--- src/rtl/warp_ibuffer_pkg.sv ---
// Shared warp-count constants, the instruction-buffer entry type and a one-hot helper.
// Used by warp_ibuffer (optional IBUF_STATS_EN build), its per-warp FIFO and the handshake interface.
package defines;

  localparam int NUM_WARPS_PER_SM = 4;
  localparam int WARP_ID_W        = $clog2(NUM_WARPS_PER_SM);

  typedef struct packed {
    logic [31:0] pc;
    logic [31:0] instr;
  } ibuf_entry_t;

  // True when exactly one bit is set; narrower vectors are zero-extended by the caller.
  function automatic logic is_onehot32(input logic [31:0] v);
    return (v != 32'd0) && ((v & (v - 32'd1)) == 32'd0);
  endfunction

endpackage

--- src/rtl/warp_ibuf_fifo.sv ---
// Single-warp circular instruction FIFO with wrap-around head/tail pointers.
// Flush empties the FIFO and wins over a same-cycle push or pop.
module warp_ibuf_fifo
  import defines::*;
#(
  parameter int DEPTH = 2
) (
  input  logic        clk,
  input  logic        reset,
  input  logic        push,
  input  ibuf_entry_t push_entry,
  input  logic        pop,
  input  logic        flush,
  output ibuf_entry_t head_entry,
  output logic        empty,
  output logic        full
);
  localparam int PTR_W = $clog2(DEPTH);
  localparam int CNT_W = $clog2(DEPTH + 1);

  ibuf_entry_t      mem [DEPTH];
  logic [PTR_W-1:0] head_reg;
  logic [PTR_W-1:0] tail_reg;
  logic [CNT_W-1:0] count_reg;
  logic             do_push;
  logic             do_pop;

  assign full       = (count_reg == CNT_W'(DEPTH));
  assign empty      = (count_reg == '0);
  assign do_push    = push && !full && !flush;
  assign do_pop     = pop && !empty && !flush;
  assign head_entry = mem[head_reg];

  always_ff @(posedge clk) begin
    if (do_push) mem[tail_reg] <= push_entry;
  end

  // Pointers wrap naturally because DEPTH is a power of two.
  always_ff @(posedge clk) begin
    if (!reset || flush) begin
      head_reg  <= '0;
      tail_reg  <= '0;
      count_reg <= '0;
    end else begin
      if (do_push) tail_reg <= tail_reg + PTR_W'(1);
      if (do_pop)  head_reg <= head_reg + PTR_W'(1);
      if (do_push && !do_pop)      count_reg <= count_reg + CNT_W'(1);
      else if (do_pop && !do_push) count_reg <= count_reg - CNT_W'(1);
    end
  end

endmodule

--- src/rtl/warp_ibuffer.sv ---
// Per-warp instruction buffers feeding one issue register through a one-hot arbiter grant.
// Define IBUF_STATS_EN to add the per-warp saturating pop counters on issue_count.
module warp_ibuffer
  import defines::*;
#(
  parameter int NUM_WARPS  = NUM_WARPS_PER_SM,
  parameter int IBUF_DEPTH = 2
) (
  input  logic                 clk,
  input  logic                 reset,
  input  logic                 fetch_valid,
  input  logic [WARP_ID_W-1:0] fetch_warp_id,
  input  logic [31:0]          fetch_pc,
  input  logic [31:0]          fetch_instr,
  output logic [NUM_WARPS-1:0] ibuf_full,
  output logic [NUM_WARPS-1:0] request,
  input  logic [NUM_WARPS-1:0] grantOH,
  input  logic                 issue_ready,
  output logic                 issue_valid,
  output logic [WARP_ID_W-1:0] issue_warp_id,
  output logic [31:0]          issue_pc,
  output logic [31:0]          issue_instr,
  input  logic                 flush,
  input  logic [WARP_ID_W-1:0] flush_warp_id
`ifdef IBUF_STATS_EN
  ,
  output logic [NUM_WARPS-1:0][15:0] issue_count
`endif
);

  ibuf_entry_t          head_w [NUM_WARPS];
  ibuf_entry_t          fetch_entry;
  ibuf_entry_t          sel_entry;
  logic [WARP_ID_W-1:0] sel_warp;
  logic [NUM_WARPS-1:0] empty_w;
  logic [NUM_WARPS-1:0] full_w;
  logic [NUM_WARPS-1:0] push_w;
  logic [NUM_WARPS-1:0] pop_w;
  logic [NUM_WARPS-1:0] flush_w;
  logic                 slot_free;
  logic                 grant_ok;
  logic                 any_pop;

  logic                 issue_valid_reg;
  logic [WARP_ID_W-1:0] issue_warp_reg;
  ibuf_entry_t          issue_entry_reg;

  assign fetch_entry = '{pc: fetch_pc, instr: fetch_instr};
  assign slot_free   = !issue_valid_reg || issue_ready;
  assign grant_ok    = is_onehot32(32'(grantOH));
  assign any_pop     = |pop_w;
  assign ibuf_full   = full_w;

  genvar gi;
  generate
    for (gi = 0; gi < NUM_WARPS; gi++) begin : g_warp
      assign flush_w[gi] = flush && (flush_warp_id == WARP_ID_W'(gi));
      assign push_w[gi]  = fetch_valid && (fetch_warp_id == WARP_ID_W'(gi)) && !full_w[gi];
      assign request[gi] = !empty_w[gi] && slot_free;
      // A flushed warp never pops, so its head cannot slip into the issue register.
      assign pop_w[gi]   = grant_ok && grantOH[gi] && !empty_w[gi] && slot_free && !flush_w[gi];

      warp_ibuf_fifo #(
        .DEPTH(IBUF_DEPTH)
      ) u_fifo (
        .clk       (clk),
        .reset     (reset),
        .push      (push_w[gi]),
        .push_entry(fetch_entry),
        .pop       (pop_w[gi]),
        .flush     (flush_w[gi]),
        .head_entry(head_w[gi]),
        .empty     (empty_w[gi]),
        .full      (full_w[gi])
      );

`ifdef IBUF_STATS_EN
      logic [15:0] cnt_reg;

      always_ff @(posedge clk) begin
        if (!reset) begin
          cnt_reg <= '0;
        end else if (pop_w[gi] && (cnt_reg != 16'hFFFF)) begin
          cnt_reg <= cnt_reg + 16'd1;
        end
      end

      assign issue_count[gi] = cnt_reg;
`endif
    end
  endgenerate

  always_comb begin
    sel_entry = '0;
    sel_warp  = '0;
    for (int i = 0; i < NUM_WARPS; i++) begin
      if (pop_w[i]) begin
        sel_entry = head_w[i];
        sel_warp  = WARP_ID_W'(i);
      end
    end
  end

  // A pop reloads back-to-back; otherwise consumption or a flush of the stalled warp empties the slot.
  always_ff @(posedge clk) begin
    if (!reset) begin
      issue_valid_reg <= 1'b0;
      issue_warp_reg  <= '0;
      issue_entry_reg <= '0;
    end else if (any_pop) begin
      issue_valid_reg <= 1'b1;
      issue_warp_reg  <= sel_warp;
      issue_entry_reg <= sel_entry;
    end else if (issue_valid_reg && issue_ready) begin
      issue_valid_reg <= 1'b0;
    end else if (flush && issue_valid_reg && (issue_warp_reg == flush_warp_id)) begin
      issue_valid_reg <= 1'b0;
    end
  end

  assign issue_valid   = issue_valid_reg;
  assign issue_warp_id = issue_warp_reg;
  assign issue_pc      = issue_entry_reg.pc;
  assign issue_instr   = issue_entry_reg.instr;

endmodule

--- config.mk ---
export PLATFORM = sky130hd
export DESIGN_NAME = warp_ibuffer
export DESIGN_NICKNAME = d
export VERILOG_FILES = /design/src/rtl/warp_ibuffer_pkg.sv /design/src/rtl/warp_ibuf_fifo.sv /design/src/rtl/warp_ibuffer.sv
export SDC_FILE = /design/constraint.sdc
export NUM_CORES = 1
export LEC_CHECK = 0
export ABC_AREA = 1
export CELL_PAD_IN_SITES_DETAIL_PLACEMENT = 1
export CELL_PAD_IN_SITES_GLOBAL_PLACEMENT = 1
export CORE_ASPECT_RATIO = 0.5
export CORE_MARGIN = 2
export CORE_UTILIZATION = 25
export DETAILED_ROUTE_END_ITERATION = 10
export MAX_ROUTING_LAYER = met4
export PLACE_DENSITY = 0.54
export SYNTH_ARGS = -nofsm -noshare
export SYNTH_HDL_FRONTEND = slang
export SYNTH_SLANG_ARGS = --single-unit
--- constraint.sdc ---
create_clock -name clk -period 5.56 [get_ports clk]
set_input_delay 1.112 -clock clk [delete_from_list [all_inputs] [get_ports clk]]
set_output_delay 1.112 -clock clk [all_outputs]
set_load 0.01 [all_outputs]
Word level (Yosys, flattened, before mapping)

Memory sizes are Yosys's and may differ from the RTL's. A register that Yosys moved wholly into a read port is not among the register bits.
Cells that the tools add are included.

Bits in registers: 83
Bits in writable memories: 512
Output and inout bits: 75
Logic and storage cells: 184
Memories kept: 4

$add $sub $neg: 17
Eq/ne operators: 11
Muxes and demuxes: 34
Bitwise logic cells: 1
Reduce and logical (&&, ||, !) cells: 101

Memory list:

| name                 | words | bits a word | read ports | clocked after memory_dff | write ports | RTL line             | RTL |
|---|---|---|---|---|---|---|---|
| g_warp[0].u_fifo.mem | 2     | 64          | 1          | 1                        | 1           | warp_ibuf_fifo.sv:21 | `ibuf_entry_t mem [DEPTH];` |
| g_warp[1].u_fifo.mem | 2     | 64          | 1          | 1                        | 1           | warp_ibuf_fifo.sv:21 |  |
| g_warp[2].u_fifo.mem | 2     | 64          | 1          | 1                        | 1           | warp_ibuf_fifo.sv:21 |  |
| g_warp[3].u_fifo.mem | 2     | 64          | 1          | 1                        | 1           | warp_ibuf_fifo.sv:21 |  |

Operator list:

| operator                                            | number |
|---|---|
| two-way mux 64 bit                                  | 4 |
| logical AND 1 bit                                   | 60 |
| bitwise AND 4 x 32 -> 32 bit                        | 1 |
| zero test 32 bit                                    | 1 |
| zero test 1 bit                                     | 22 |
| two-way mux 1 bit                                   | 20 |
| two-way mux 2 bit                                   | 10 |
| equality test 2 bit, second input constant          | 8 |
| zero test 2 bit                                     | 6 |
| adder 1 bit, second input constant                  | 8 |
| adder 2 x 1 -> 2 bit, second input constant         | 4 |
| nonzero test 2 bit                                  | 4 |
| subtractor 2 x 1 -> 2 bit, second input constant    | 4 |
| logical OR 1 bit                                    | 5 |
| subtractor 4 x 1 -> 5 bit, second input constant    | 1 |
| equality test 2 x 1 -> 1 bit, second input constant | 2 |
| nonzero test 4 bit                                  | 1 |
| OR reduction 4 bit                                  | 1 |
| nonzero test 3 bit                                  | 1 |
| equality test 2 bit                                 | 1 |

Longest topological paths before layout

Word-level depth: 13
Depth in mapped cells: 13

Cells and area by module

Synthesis repeated with hierarchy kept, for this count alone.

Cell total of the unflattened synthesis: 1830
Area, all modules: 25537.0 µm²

By module, submodules not included:

| module         | times used | cells an instance | area each (µm²) | seq. area each (µm²) |
|---|---|---|---|---|
| warp_ibuf_fifo | 4          | 241               | 5180.0          | 3943.8 |
| warp_ibuffer   | 1          | 866               | 4817.1          | 1341.3 |

Worst setup path before layout

Ideal clock, no wire load.

Kind: input to register
Start point: input port fetch_valid
End point: memory g_warp[0].u_fifo.mem[1][0] (netlist bit) (enable)
Library setup time: 488 ps
Arrival time: 4359 ps
Path slack: 714 ps
Cell stages on the path: 5
Cell sequence: inv_1 nor2_1 o211ai_1 or2_2 nor2_1

Word-level cells in the longest chain between the ends: 6

RTL lines:

| element                                 | RTL line             | RTL |
|---|---|---|
| start: declaration                      | warp_ibuffer.sv:11   | `input logic fetch_valid,` |
| logical AND 1 bit (2 in series)         | warp_ibuffer.sv:58   | `assign push_w[gi] = fetch_valid && (fetch_warp_id == WARP_ID_W'(gi)) && !full_w[gi];` |
| logical AND 1 bit (2 in series)         | warp_ibuf_fifo.sv:30 | `assign do_push = push && !full && !flush;` |
| two-way mux 1 bit                       | warp_ibuf_fifo.sv:35 | `if (do_push) mem[tail_reg] <= push_entry;` |
| two-way mux 1 bit (implied by the code) | warp_ibuf_fifo.sv:35 |  |
| end: declaration                        | warp_ibuf_fifo.sv:21 |  |

No other way between the ends.

Worst setup path in the final report

Start point: input port issue_ready
End point: output port request[0]

Word-level cells in the longest chain between the ends: 2

RTL lines:

| element            | RTL line           | RTL |
|---|---|---|
| start: declaration | warp_ibuffer.sv:18 | `input logic issue_ready,` |
| logical OR 1 bit   | warp_ibuffer.sv:49 | `assign slot_free = !issue_valid_reg \|\| issue_ready;` |
| logical AND 1 bit  | warp_ibuffer.sv:59 | `assign request[gi] = !empty_w[gi] && slot_free;` |
| end: declaration   | warp_ibuffer.sv:16 | `output logic [NUM_WARPS-1:0] request,` |

No other way between the ends.

==> impl_metrics.ini <==
[status]
status = completed

[min_path]
worstHoldStart = issue_instr[26]$_SDFFE_PN0P_
hold_depth = 2
hold_class = flip-flop to flip-flop
whs_endpoint = issue_instr[26]$_SDFFE_PN0P_

[placement]
placed_cells = 3380
dp_hpwl_um = 38700
dp_slack_ns = 1.60
routabilityCongestion = 0.750
port_buffers = 151
dpl_cell_area_um2 = 27100

[finish]
area_growth_pct = 20.0
regArea_um2 = 17100
largest_reg_flops = 512
fin_nets = 2253
drive_gt1_share_pct = 9.09
fill_cells = 10488
final_cells = 3501
design_area_um2 = 29000
largest-register = g_warp.u_fifo.mem
multi_input_area_um2 = 5730

[clock_network]
cts_max_level = 2
root_buffer = clkbuf_16
clockBufferDepth = 3
post_cts_buffers = 0
worstSkewPairLatency_ns = 0.62
cts_sinks = 599
ctsHoldBuffers = 0
cts_tree = done
numCtsBuffers = 61
cts_resized = 0
clkTransAtPathRegs_ns = 0.06

[logic_synthesis]
yosysMostFrequentCell = edfxtp_1
yosysTopAreaCell = edfxtp_1
synth_area_um2 = 24100
synthArstFlopShare_pct = 0
synthFlopType = edfxtp_1
yosysTopAreaCellShare_pct = 63.7
netlist_instances = 2041
synth_seq_area_share_pct = 70.9
avgSynthCellArea_um2 = 11.8
synth.distinct_cells = 35
ys_warn_count = 0
ys_top_cells_by_area = edfxtp_1 64%, dfxtp_1 7.2%, nand3_1 6.4%, nand2_1 4.9%, inv_1 3.1%
ys_ff_latch = 599
synth_common_cells = 512 x edfxtp_1, 318 x nand2_1, 307 x nand3_1
synth_edf_count = 512
synth_nets = 2122

[power]
vdd_drop_max_mv = 0.263
power-per-cell-area_nw_per_um2 = 327
power.leakage_uw = 0.00992

[route]
wl_per_cell_um = 20.2
drt-total-wl_um = 70600
drt_iter0_drc = 808
first_pass_iters = 7
via_count = 15658
drc = 0
drtAntennaViolNets = 0
vias_per_cell = 4.47

[floorplanning]
rows = 80
die_x_um = 443
coreArea_um2 = 95500
dieArea_um2 = 99200
ioPinCount = 152
start_util_pct = 25.3
fp.dieH_um = 224

[worst_setup_path]
cp.arrival_ns = 2.55
critPathLaunch = issue_ready
crit_type = input port to output pin
worstPathRequired_ns = 4.45
rrSetupSlack_ns = 2.35
rr_worst_depth = 7
path_max_fanout = 5
end_kind = output pin
worst_r2r_endpoint = issue_instr[24]$_SDFFE_PN0P_
start_kind = input port

[global_route]
grtUsageTotal_pct = 14.6
grt_pass1_wl_um = 105000
grt_pass1_vias = 16259
overflow = 0
grt_max_degree = 88
antenna_found_initial = 7

[sta]
setup_violations = 0
clock.fmax_mhz = 273
finClkSkew_ns = 0.0174
final_hold_viol_count = 0
layout_setup_ws_ns = 1.90
rsz0062_at_grt = false
min_period_over_period_pct = 65.8
whs_ns = 0.490
slew_headroom_pct = 26.2
finalCriticalPeriod_ns = 3.66
worst_pin_slew_ns = 1.11
slew_violations = 0
finalSetupTns_ns = 0

[job]
drv_cap = 0
[report_power, final]
group	internal, uW	total, uW	switching, uW	leakage, uW
Sequential	4980	5030	48.8	0.00535
Clock	2190	3900	1700	0.000906
Combinational	191	547	357	0.00366
Total	7370	9480	2110	0.00992
[worst max-delay path, cell delays in order]
cell	delay (ns)
clkdlybuf4s50_1	0.46
inv_1	0.05
nand2_1	0.15
o21ai_1	0.16
inv_1	0.08
clkdlybuf4s50_1	0.53
[cells in the final DEF, fill, tap and decap left out, types with 18 or more instances in the layout]
cell type / n
edfxtp_1: 512
mux2_2: 36
o21ai_0: 146
o211ai_1: 19
clkbuf_1: 32
nand2_1: 318
clkdlybuf4s50_1: 150
buf_4: 33
nand3_1: 307
clkbuf_16: 62
inv_1: 199
nor2_1: 105
a21oi_1: 75
nand3b_1: 18
mux2i_1: 30
or2_2: 24
dfxtp_1: 83
[layout make-up]
class	count	share of cell area, %
Clock buffer	104	6.25
Clock inverter	10	0.194
Tap cell	1271	5.49
Inverter	205	2.66
Timing Repair Buffer	189	6.40
Multi-Input combinational cell	1116	19.8
Antenna cell	7	0.0605
Sequential cell	599	59.2
[metal layers]
layer  up-vias  track usage [%]  share of wire, %
met5         -                -                 0
met4         0             3.58               1.9
met3        93             1.99               2.9
met2       200             25.5                51
met1      8012             17.8                45
li1       7353                -                 -
[stage by stage]
step | util [%] | total power (uW)
global placement | 28.4 | 5670
floorplan | - | 5380
finish | 30.3 | 9480
global route | 30.3 | 9820
detailed placement | 28.4 | 5690
CTS | 30.3 | 9590
[kinds of logic after synthesis]
| group | count (synthesis) | synth area share [%] |
|---|---|---|
| xor gates and xnor gates | 7 | 0.254 |
| buffers and inverters | 326 | 5.66 |
| muxes | 66 | 2.92 |
| adders and majority gates | 4 | 0.207 |
| AOI/OAI and AO/OA | 246 | 5.39 |
| and+or+nand+nor | 793 | 14.6 |
| DFF | 599 | 70.9 |
[worst max path at each step]
stage / slack, ns / cells after the start / to
after floorplan: 0.71 / 5 / g_warp[0].u_fifo.mem[1][0]$_DFFE_PP_
after global placement: 1.58 / 9 / issue_instr[22]$_SDFFE_PN0P_
after detailed placement: 1.60 / 9 / issue_instr[23]$_SDFFE_PN0P_
after CTS: 1.89 / 6 / request[0]
after global routing: 1.82 / 6 / request[0]
final: 1.90 / 6 / request[0]
No activity file was read; power rests on OpenSTA's default activity.
